===== config.mk =====
export PLATFORM = sky130hd
export DESIGN_NAME = tick_gen_flat
export DESIGN_NICKNAME = d
export VERILOG_FILES = /design/src/rtl/tick_gen_if.sv /design/src/rtl/tick_gen.sv /design/src/flat_wrapper.sv
export SDC_FILE = /design/constraint.sdc
export NUM_CORES = 1
export LEC_CHECK = 0
export ABC_AREA = 1
export CAP_MARGIN = 20
export CORE_AREA = 5 5 150 152
export CTS_BUF_LIST = sky130_fd_sc_hd__clkbuf_8
export DETAILED_ROUTE_END_ITERATION = 10
export DIE_AREA = 0 0 155 157
export PLACE_DENSITY_LB_ADDON = 0.1
export SETUP_SLACK_MARGIN = 0.15
export SLEW_MARGIN = 30
export SYNTH_ARGS = -nofsm -noshare
export SYNTH_HDL_FRONTEND = slang
export SYNTH_SLANG_ARGS = --single-unit

===== constraint.sdc =====
create_clock -name clk -period 6.7 [get_ports clk]
set_input_delay 1.005 -clock clk [delete_from_list [all_inputs] [get_ports clk]]
set_output_delay 1.005 -clock clk [all_outputs]
set_load 0.01 [all_outputs]

===== src/rtl/tick_gen_if.sv =====
// -----------------------------------------------------------------------------
// tick_gen_if
//
// Divisor-load handshake into tick_gen. A transfer fires on a rising clk edge
// where div_valid and div_ready are both high.
//
// Signals:
//   div_valid  master -> slave  a new divisor is offered
//   div_data   master -> slave  offered divisor, CNT_W bits (0 is stored as 1)
//   div_ready  slave -> master  tick_gen can accept a divisor
//
// Modports:
//   master  the side that offers divisors (controller or testbench)
//   slave   tick_gen
// -----------------------------------------------------------------------------
interface tick_gen_if #(
  parameter int unsigned CNT_W = 26
);

  logic             div_valid;
  logic [CNT_W-1:0] div_data;
  logic             div_ready;

  modport master (
    output div_valid,
    output div_data,
    input  div_ready
  );

  modport slave (
    input  div_valid,
    input  div_data,
    output div_ready
  );

endinterface : tick_gen_if


===== src/rtl/tick_gen.sv =====
// -----------------------------------------------------------------------------
// tick_gen
//
// Programmable prescaler. Divides clk by a runtime-loadable divisor and emits
// a registered one-cycle tick strobe once per period. The downstream phase
// controller expects one tick per second. Supports pause (en low holds the
// phase) and synchronous clear. A divisor offered while running is held
// pending and applied only at a period boundary, so a running period is never
// truncated or stretched. A free-running 16-bit count of issued ticks is kept
// for debug/status.
//
// Parameters:
//   CNT_W        width of the divisor and the period counter (26 covers 50 MHz)
//   DEFAULT_DIV  divisor after reset, in clk cycles per tick
//
// Ports:
//   clk         in   single clock, rising edge
//   rst_n       in   asynchronous active-low reset
//   en          in   count enable; low pauses and holds the count
//   clr         in   synchronous clear; count to 0, no tick that cycle
//   div_if      slave modport of tick_gen_if (div_valid / div_data / div_ready)
//   tick        out  one-cycle registered strobe
//   tick_total  out  ticks issued, wraps modulo 2^16
//
// Build option:
//   TICK_GEN_FAST_SIM_EN  when defined, the reset divisor is 10 instead of
//                         DEFAULT_DIV so system simulations run quickly.
//                         Divisor loads behave identically in both builds.
// -----------------------------------------------------------------------------
module tick_gen #(
  parameter int unsigned CNT_W       = 26,
  parameter int unsigned DEFAULT_DIV = 50_000_000
) (
  input  logic             clk,
  input  logic             rst_n,
  input  logic             en,
  input  logic             clr,
  tick_gen_if.slave        div_if,
  output logic             tick,
  output logic [15:0]      tick_total
);

  // ---------------------------------------------------------------------------
  // Reset divisor, clamped so a zero parameter still yields a legal divisor.
  // ---------------------------------------------------------------------------
`ifdef TICK_GEN_FAST_SIM_EN
  localparam logic [CNT_W-1:0] RST_DIV_RAW = CNT_W'(10);
`else
  localparam logic [CNT_W-1:0] RST_DIV_RAW = CNT_W'(DEFAULT_DIV);
`endif
  localparam logic [CNT_W-1:0] RST_DIV =
    (RST_DIV_RAW == '0) ? CNT_W'(1) : RST_DIV_RAW;

  // IDLE     : paused; a divisor load applies immediately and restarts the count
  // RUN      : counting; a divisor load is parked in pend_div
  // RUN_PEND : counting with a parked divisor; handshake closed until applied
  typedef enum logic [1:0] {
    IDLE     = 2'd0,
    RUN      = 2'd1,
    RUN_PEND = 2'd2
  } state_t;

  state_t           state, state_nxt;

  logic [CNT_W-1:0] cnt,        cnt_nxt;
  logic [CNT_W-1:0] active_div, active_div_nxt;
  logic [CNT_W-1:0] pend_div,   pend_div_nxt;
  logic             tick_nxt;
  logic [15:0]      tick_total_nxt;

  logic             fire;
  logic [CNT_W-1:0] div_in;
  logic             at_last;
  logic             wrap;
  logic             load_direct;
  logic             store_pend;
  logic             apply_pend;

  // ---------------------------------------------------------------------------
  // Shared decode
  // ---------------------------------------------------------------------------
  assign fire    = div_if.div_valid && div_if.div_ready;
  assign div_in  = (div_if.div_data == '0) ? CNT_W'(1) : div_if.div_data;
  assign at_last = (cnt == active_div - CNT_W'(1));
  // Period boundary: this edge issues a tick.
  assign wrap    = en && !clr && at_last;

  // A load while paused (IDLE, or RUN with en just dropped) takes effect at
  // once: there is no running period to protect.
  assign load_direct = fire && ((state == IDLE) || ((state == RUN) && !en));
  assign store_pend  = fire && (state == RUN) && en;
  // The parked divisor is applied at the wrap, on a pause, or on a clear.
  assign apply_pend  = (state == RUN_PEND) && (!en || clr || wrap);

  // ---------------------------------------------------------------------------
  // FSM: state register
  // ---------------------------------------------------------------------------
  // NOTE: every register uses non-blocking assignment so all flops sample
  // their inputs from the same pre-edge values, independent of block order.
  always_ff @(posedge clk or negedge rst_n) begin
    if (!rst_n) begin
      state <= IDLE;
    end else begin
      state <= state_nxt;
    end
  end

  // ---------------------------------------------------------------------------
  // FSM: next-state logic
  // ---------------------------------------------------------------------------
  // NOTE: the output is assigned a default before any branch so that no path
  // leaves it unassigned, which would otherwise infer a latch.
  always_comb begin
    state_nxt = state;
    unique case (state)
      IDLE: begin
        if (en) state_nxt = RUN;
      end
      RUN: begin
        if (!en)       state_nxt = IDLE;
        else if (fire) state_nxt = RUN_PEND;
      end
      RUN_PEND: begin
        if (!en)              state_nxt = IDLE;
        else if (clr || wrap) state_nxt = RUN;
      end
      default: state_nxt = IDLE;
    endcase
  end

  // ---------------------------------------------------------------------------
  // FSM: outputs
  // ---------------------------------------------------------------------------
  // Ready is purely a function of state: closed only while a divisor is parked.
  always_comb begin
    div_if.div_ready = 1'b1;
    unique case (state)
      IDLE:     div_if.div_ready = 1'b1;
      RUN:      div_if.div_ready = 1'b1;
      RUN_PEND: div_if.div_ready = 1'b0;
      default:  div_if.div_ready = 1'b1;
    endcase
  end

  // ---------------------------------------------------------------------------
  // Datapath: next values for counter, divisors and tick outputs
  // ---------------------------------------------------------------------------
  always_comb begin
    cnt_nxt        = cnt;
    tick_nxt       = 1'b0;
    tick_total_nxt = tick_total;
    active_div_nxt = active_div;
    pend_div_nxt   = pend_div;

    // Count rule. A direct load restarts the period exactly like a clear.
    if (clr || load_direct) begin
      cnt_nxt = '0;
    end else if (en && at_last) begin
      cnt_nxt        = '0;
      tick_nxt       = 1'b1;
      tick_total_nxt = tick_total + 16'd1;
    end else if (en) begin
      cnt_nxt = cnt + CNT_W'(1);
    end

    // Divisor update. Every path that changes active_div also leaves cnt at 0,
    // which keeps cnt below the new divisor.
    if (load_direct) begin
      active_div_nxt = div_in;
    end else if (store_pend) begin
      pend_div_nxt = div_in;
    end else if (apply_pend) begin
      active_div_nxt = pend_div;
      if (!en) cnt_nxt = '0;
    end
  end

  // ---------------------------------------------------------------------------
  // Datapath registers
  // ---------------------------------------------------------------------------
  // NOTE: pend_div is reset along with everything else; an offered divisor
  // must not survive a reset, and the flop count is small enough that there
  // is no reason to leave any state undefined.
  always_ff @(posedge clk or negedge rst_n) begin
    if (!rst_n) begin
      cnt        <= '0;
      active_div <= RST_DIV;
      pend_div   <= RST_DIV;
      tick       <= 1'b0;
      tick_total <= '0;
    end else begin
      cnt        <= cnt_nxt;
      active_div <= active_div_nxt;
      pend_div   <= pend_div_nxt;
      tick       <= tick_nxt;
      tick_total <= tick_total_nxt;
    end
  end

  // ---------------------------------------------------------------------------
  // Invariants
  // ---------------------------------------------------------------------------
`ifndef SYNTHESIS
  a_cnt_in_range : assert property (
    @(posedge clk) disable iff (!rst_n) cnt < active_div
  );
  a_div_nonzero : assert property (
    @(posedge clk) disable iff (!rst_n) active_div != '0
  );
`endif

endmodule : tick_gen


===== src/flat_wrapper.sv =====
// flat-port wrapper written by rule: the top's interface ports become plain ports
module tick_gen_flat 
#(
  parameter int unsigned CNT_W       = 26,
  parameter int unsigned DEFAULT_DIV = 50_000_000
)
  (clk, rst_n, en, clr, tick, tick_total, div_if_div_valid, div_if_div_data, div_if_div_ready);
  tick_gen_if #(.CNT_W(CNT_W)) div_if_i ();
  input  logic clk;
  input  logic rst_n;
  input  logic en;
  input  logic clr;
  output logic tick;
  output logic [15:0] tick_total;
  input wire logic [$bits(div_if_i.div_valid)-1:0] div_if_div_valid;
  input wire logic [$bits(div_if_i.div_data)-1:0] div_if_div_data;
  output wire logic [$bits(div_if_i.div_ready)-1:0] div_if_div_ready;
  assign div_if_i.div_valid = div_if_div_valid;
  assign div_if_i.div_data = div_if_div_data;
  assign div_if_div_ready = div_if_i.div_ready;
  tick_gen #(.CNT_W(CNT_W), .DEFAULT_DIV(DEFAULT_DIV)) u_core (.clk(clk), .rst_n(rst_n), .en(en), .clr(clr), .div_if(div_if_i), .tick(tick), .tick_total(tick_total));
endmodule

==> run_results.csv, run 1 <==
group,metric,value,unit
routing,met1Wirelength,7948,µm
clock_tree,clock-root-buffer,"clkbuf_8",
timing,maxClockFrequency,0.2899,GHz
critical_path,slowest_delay,0.63,ns
pwr,intPower,0.9907,mW
floorplan,initial_utilization,29.40,%
timing,whs,0.4948,ns
timing,timing.clock.skew,0.01438,ns
clock_tree,cts_sinks,97,
routing,drt-initial-drc-count,233,
timing,slew-limit-headroom,44.29,%
pwr,cell_leakage_power,3.196,nW
timing,timing.final.max_slew_violations,0,
job,max_cap_violations,0,
clock_tree,htreeDepth,3,
synthesis,syn_inst,847,
clock_tree,clk_pin_slew_worst_paths,0.10,ns
routing,viasPerCell,4.576,
routing,drt_pass1_iterations,5,
cells_and_area,final_common_cell,"nand2_1",
floorplan,rows,53,
timing,finalHoldViolations,0,
critical_path,regToRegEndpoint,"u_core.tick_total[12]",
hold_path,hold_path_depth,2,
clock_tree,cts_resized,0,
timing,final_setup_vio_count,0,
critical_path,endpoint_kind,"register",
pwr,sw_frac_of_total,37.27,%
synthesis,synth.top_cells.by_area,"dfrtp_1 30%, nand2_1 16%, dfstp_2 10%",
synthesis,synthesis.nets,881,
synthesis,post-synth-top-area-fraction,29.75,%
critical_path,worst_path_max_delay_cell,"nor2_1",
pwr,power.share.combinational,29.8,%
synthesis,syn_area,6141,µm²
routing,drcViolationCount,0,
routing,topRoutingLayerUsed,"met4",
global_routing,antenna_found_initial,0,
timing,fin_crit_sh,51.48,%
floorplan,design.portCount,49,
floorplan,die-width,155,µm
clock_tree,cts_tree,"built",
clock_tree,postCtsHoldBufs,0,
cells_and_area,final_nets,919,
cells_and_area,antenna-diode-count,0,
global_routing,global_route_wire_length_before_repair,26720,µm
routing,drt.antenna.violating_nets,0,
timing,tightest_slew,0.8325,ns
clock_tree,post_cts_buffers,0,
critical_path,endpoint,"u_core.cnt[21]",
pwr,power-per-cell-area,224.3,nW/µm²
pwr,sequentialPowerShare,47.8,%
timing,fin_ws,3.251,ns
cells_and_area,fraction_of_final_layout_cells_sized_beyond_drive_strength_1,8.315,%
critical_path,worst-endpoint-required,7.00,ns
routing,routed-via-count,5331,
routing,route.final.wire_length,16100,µm
floorplan,chipHeight,157,µm
pwr,design_power_total,1.579,mW
synthesis,ys_ff_latch,97,
floorplan,floorplan.die_area,24340,µm²
timing,grt_setup_unrepaired,"no",
global_routing,globalRouteOverflowTotal,0,
global_routing,vias_in_the_first_global_route,5138,
routing,route.met2.wl,7554,µm
clock_tree,cts_inserted_buffers,9,
global_routing,maximum_number_of_pins_on_one_net_before_global_route_repair,78,
placement,port_buffers,48,
critical_path,reg2reg_slack,3.50,ns
pwr,ir_worst_vdd,0.1133,mV
clock_tree,clkLatencyLatePin,0.38,ns
routing,route.met3.wl,414,µm
cells_and_area,layout.cells.most_common_list,"255 x nand2_1, 89 x inv_1, 89 x nor2_1",
critical_path,critPathLaunchType,"primary input",
placement,finalWeightedCongestion,0.8108,
critical_path,data_arrival_critical_path,3.75,ns
critical_path,startpoint,"en",
synthesis,synth_sequential_area_ratio,40.02,%
pwr,clock_power_share,22.3,%
placement,place_ws,2.828,ns
critical_path,maximum_fanout_along_the_worst_path,25,
routing,routedWlPerCell,13.82,µm
synthesis,yosysWarnings,0,
synthesis,synth_cell_type_count,40,
timing,tns,0,ns
cells_and_area,area_growth,14.65,%
critical_path,rr_worst_depth,12,
synthesis,synthesis.area_per_instance,7.250,µm²
critical_path,path_cells,"clkdlybuf4s50_1, buf_4, nand2_1, nand2_2, inv_1, nor2_1, inv_1, a21oi_1, nand2_2, nor3b_1",
critical_path,timing_worst_setup_path_type,"in2reg",
synthesis,synthDominantAreaCellType,"dfrtp_1",
pwr,sw_power,0.5887,mW
clock_tree,cts-root-to-sink-buffers,2,
placement,place.detailed.hpwl,11940,µm
critical_path,startpoint_of_the_worst_slack_reg_to_reg_timing_path,"u_core.active_div[0]",
floorplan,core,20890,µm²
global_routing,gr-usage-all-layers,13.63,%
timing,layout_min_cycle_time,3.449,ns
run_status,outcome,"finished, final reports clean",
cells_and_area,final_core_util,33.70,%
hold_path,timing.hold.worst.class,"reg2reg",
-- power groups by stage --
stage / registers [mW] / logic, mW / clock network (mW)
2_1_floorplan: 0.743 / 0.368 / 0
3_3_place_gp: 0.769 / 0.477 / 0
3_5_place_dp: 0.768 / 0.477 / 0
4_1_cts: 0.757 / 0.479 / 0.375
5_1_grt: 0.767 / 0.549 / 0.397
6_report: 0.756 / 0.471 / 0.353
-- synthesized netlist by cell type, drive strengths merged --
library cell  instances
a21oi                 1
a31oi                 1
a41o                  1
and2                  1
and3                  1
buf                  11
clkbuf               14
clkinv                4
dfrtp                73
dfstp                24
ha                    3
inv                  88
nand2               265
nand3                73
nand3b                6
nand4                29
nor2                102
nor2b                 1
nor3                 14
nor3b                 1
nor4                 10
o21ai                62
o21bai                2
or2                   1
xnor2                16
xor2                 42
xor3                  1
-- cell families after synthesis --
family / Yosys count / synth area share, %
simple gates: 504 / 37.16
buf+inv: 117 / 7.661
flops: 97 / 40.02
compound gates: 67 / 5.644
xor+xnor: 59 / 8.904
fa+ha+maj: 3 / 0.6113
-- stage by stage --
| stage | instances | area [µm²] |
|---|---|---|
| 6_report | 1165 | 7041 |
| 5_1_grt | 1165 | 7041 |
| 4_1_cts | 1165 | 7041 |
| 3_5_place_dp | 1149 | 6870 |
| 3_3_place_gp | 1149 | 6870 |
| 2_1_floorplan | 847 | 6141 |
-- worst max-delay path: cells and delay by family --
| kind | cells | cell delay [ns] |
|---|---|---|
| compound gates | 1 | 0.24 |
| buf+inv | 4 | 1.01 |
| simple gates | 5 | 1.48 |
-- worst min path at each step --
stage,startpoint,end,slack [ns]
2_1_floorplan,u_core.pend_div[10],u_core.pend_div[10],0.45
3_3_place_gp,u_core.pend_div[1],u_core.pend_div[1],0.47
3_5_place_dp,u_core.pend_div[1],u_core.pend_div[1],0.47
4_1_cts,u_core.pend_div[22],u_core.pend_div[22],0.50
5_1_grt,u_core.pend_div[22],u_core.pend_div[22],0.51
6_report,u_core.pend_div[1],u_core.pend_div[1],0.49
-- layout make-up --
class	count	area (µm²)
inverters	92	345.3
repair buffers	52	508.0
clock inverters	7	46.29
well taps	275	344.1
clock buffers	9	123.9
multi-input cells	633	3216
flip-flops and latches	97	2457
fillers	2296	13850
-- state kept, by name (all words and copies together), names as in the netlist --
name,cells
u_core.active_div,26
u_core.pend_div,26
u_core.cnt,26
u_core.tick_total,16
u_core.state,2
u_core.tick,1
-- layer usage --
metal / vias to the layer above / GRT usage, %
li1: 2776 / -
met4: 0 / 3.322
met1: 2475 / 18.42
met2: 67 / 22.70
met3: 13 / 2.530
met5: - / 0
No activity file was read; power rests on OpenSTA's default activity.
==> run 2, diff against run 1 <==
clock period = 2.9 ns   (was 6.7 ns; I/O delays follow)
==> run_results.csv, run 2 (synthesis results as in run 1) <==
group,metric,value,unit
run_status,outcome,"finished, final reports clean",
floorplan,design.portCount,49,
clock_tree,clk_pin_slew_worst_paths,0.10,ns
placement,finalWeightedCongestion,0.8607,
critical_path,startpoint_of_the_worst_slack_reg_to_reg_timing_path,"u_core.active_div[0]",
routing,route.met2.wl,7640,µm
timing,final_setup_vio_count,0,
floorplan,rows,53,
cells_and_area,fill_cells,2268,
timing,slew-limit-headroom,58.12,%
pwr,ir_worst_vdd,0.2199,mV
critical_path,maximum_fanout_along_the_worst_path,10,
routing,drt-initial-drc-count,299,
timing,tns,0,ns
global_routing,vias_in_the_first_global_route,5133,
floorplan,chipHeight,157,µm
critical_path,worst_path_max_delay_cell,"dfrtp_2",
cells_and_area,fraction_of_final_layout_cells_sized_beyond_drive_strength_1,9.978,%
pwr,power-per-cell-area,539.7,nW/µm²
cells_and_area,largestRegisters,"u_core.active_div: 26 flops, u_core.cnt: 26 flops, u_core.pend_div: 26 flops",
routing,drt_pass1_iterations,5,
cells_and_area,antenna-diode-count,0,
timing,maxClockFrequency,0.3986,GHz
critical_path,regToRegEndpoint,"u_core.tick_total[13]",
global_routing,global_route_wire_length_before_repair,27340,µm
timing,fin_ws,0.3910,ns
placement,place_ws,0.2361,ns
critical_path,timing_worst_setup_path_type,"reg2reg",
placement,port_buffers,48,
hold_path,timing.hold.worst.class,"in2async",
critical_path,worst_path_most_repeated_cell,"nand2_1",
clock_tree,clock-root-buffer,"clkbuf_8",
clock_tree,cts_inserted_buffers,9,
clock_tree,htreeDepth,3,
global_routing,antenna_found_initial,0,
floorplan,floorplan.die_area,24340,µm²
global_routing,globalRouteOverflowTotal,0,
placement,place.detailed.hpwl,12730,µm
critical_path,slowest_delay,0.45,ns
cells_and_area,final_nets,931,
clock_tree,cts_tree,"built",
clock_tree,cts-root-to-sink-buffers,2,
timing,tightest_slew,0.6258,ns
critical_path,endpoint_kind,"register",
critical_path,worst_path_dominant_cell_family,"simple AND/OR/NAND/NOR gates",
floorplan,die-width,155,µm
clock_tree,clkLatencyLatePin,0.38,ns
critical_path,data_arrival_critical_path,2.83,ns
timing,timing.clock.skew,0.01073,ns
timing,fin_crit_sh,86.52,%
job,max_cap_violations,0,
routing,route.final.wire_length,16710,µm
critical_path,worst-endpoint-required,3.22,ns
critical_path,path_cells,"inv_2, ha_2, nand2_4, nor2_4, nand2_1, nand3_1, nand3_1, nor3_1, nand2_1, nor2_1, buf_4, nand4_1, nand2_1",
critical_path,startpoint,"u_core.active_div[0]",
routing,routed-via-count,5333,
routing,topRoutingLayerUsed,"met4",
critical_path,critPathLaunchType,"register",
cells_and_area,final_common_cell,"nand2_1",
routing,met1Wirelength,8453,µm
timing,layout_min_cycle_time,2.509,ns
cells_and_area,area_growth,18.32,%
global_routing,maximum_number_of_pins_on_one_net_before_global_route_repair,78,
floorplan,core,20890,µm²
routing,routedWlPerCell,14.19,µm
routing,drcViolationCount,0,
critical_path,reg2reg_slack,0.39,ns
routing,viasPerCell,4.531,
timing,grt_setup_unrepaired,"no",
cells_and_area,layout.cells.most_common_list,"255 x nand2_1, 88 x inv_1, 87 x nor2_1",
pwr,cell_leakage_power,3.290,nW
timing,whs,0.4835,ns
global_routing,gr-usage-all-layers,14.07,%
timing,timing.final.max_slew_violations,0,
critical_path,critical_path_buf_inv_count,2,
critical_path,rr_worst_depth,13,
floorplan,initial_utilization,29.40,%
routing,route.met3.wl,453,µm
timing,finalHoldViolations,0,
routing,drt.antenna.violating_nets,0,
clock_tree,cts_sinks,97,
[run 2: what timing repair did]
| action | CTS | global route |
|---|---|---|
| resized for setup | 0 | 10 |
| hold buffers | 1 | 0 |
| endpoints found under the setup margin | 0 | 60 |
| endpoints found under the hold margin | 21 | 0 |
| buffers inserted | 0 | 2 |
[run 2: worst max-delay path by stage]
stage | to | slack (ns) | depth (start not counted)
3_3_place_gp | u_core.tick_total[4] | 0.27 | 15
4_1_cts | u_core.active_div[1] | 0.22 | 16
2_1_floorplan | u_core.active_div[0] | 0.65 | 16
6_report | u_core.tick_total[13] | 0.39 | 13
3_5_place_dp | u_core.active_div[3] | 0.24 | 16
5_1_grt | u_core.tick_total[5] | 0.15 | 13
[run 2: power breakdown]
part | switching [mW] | leakage (nW) | internal, mW
clock network | 0.517 | 0.112 | 0.513
registers | 0.182 | 1.22 | 1.58
logic | 0.707 | 1.95 | 0.427
[run 2: final cells by class]
type                    instances  area, µm²  area share (%)
multi-input cells             633       3244           44.65
flip-flops and latches         97       2459           33.84
repair buffers                 64      645.6           8.886
inverters                      92      345.3           4.753
well taps                     275      344.1           4.736
clock buffers                  10      137.6           1.894
clock inverters                 6      90.09           1.240
[run 2: metal layers]
| layer | track usage (%) | vias up |
|---|---|---|
| li1 | - | 2794 |
| met1 | 19.72 | 2465 |
| met2 | 22.88 | 62 |
| met3 | 2.310 | 12 |
| met4 | 3.280 | 0 |
| met5 | 0 | - |
[run 2: metrics by stage]
| step | utilization (%) | cells | power, mW | instance area, µm² |
|---|---|---|---|---|
| 3_5_place_dp | 33.33 | 1158 | 2.909 | 6963 |
| 3_3_place_gp | 33.33 | 1158 | 2.910 | 6963 |
| 6_report | 34.78 | 1177 | 3.921 | 7266 |
| 2_1_floorplan | - | 847 | 2.568 | 6141 |
| 5_1_grt | 34.78 | 1177 | 4.224 | 7266 |
| 4_1_cts | 34.47 | 1175 | 3.963 | 7201 |
==> run 3, diff against run 2 <==
SLEW_MARGIN = unset   (was 30)
==> results of run 3 <==
Same layout as run 2: the final DEF is identical, and so are final timing and power.
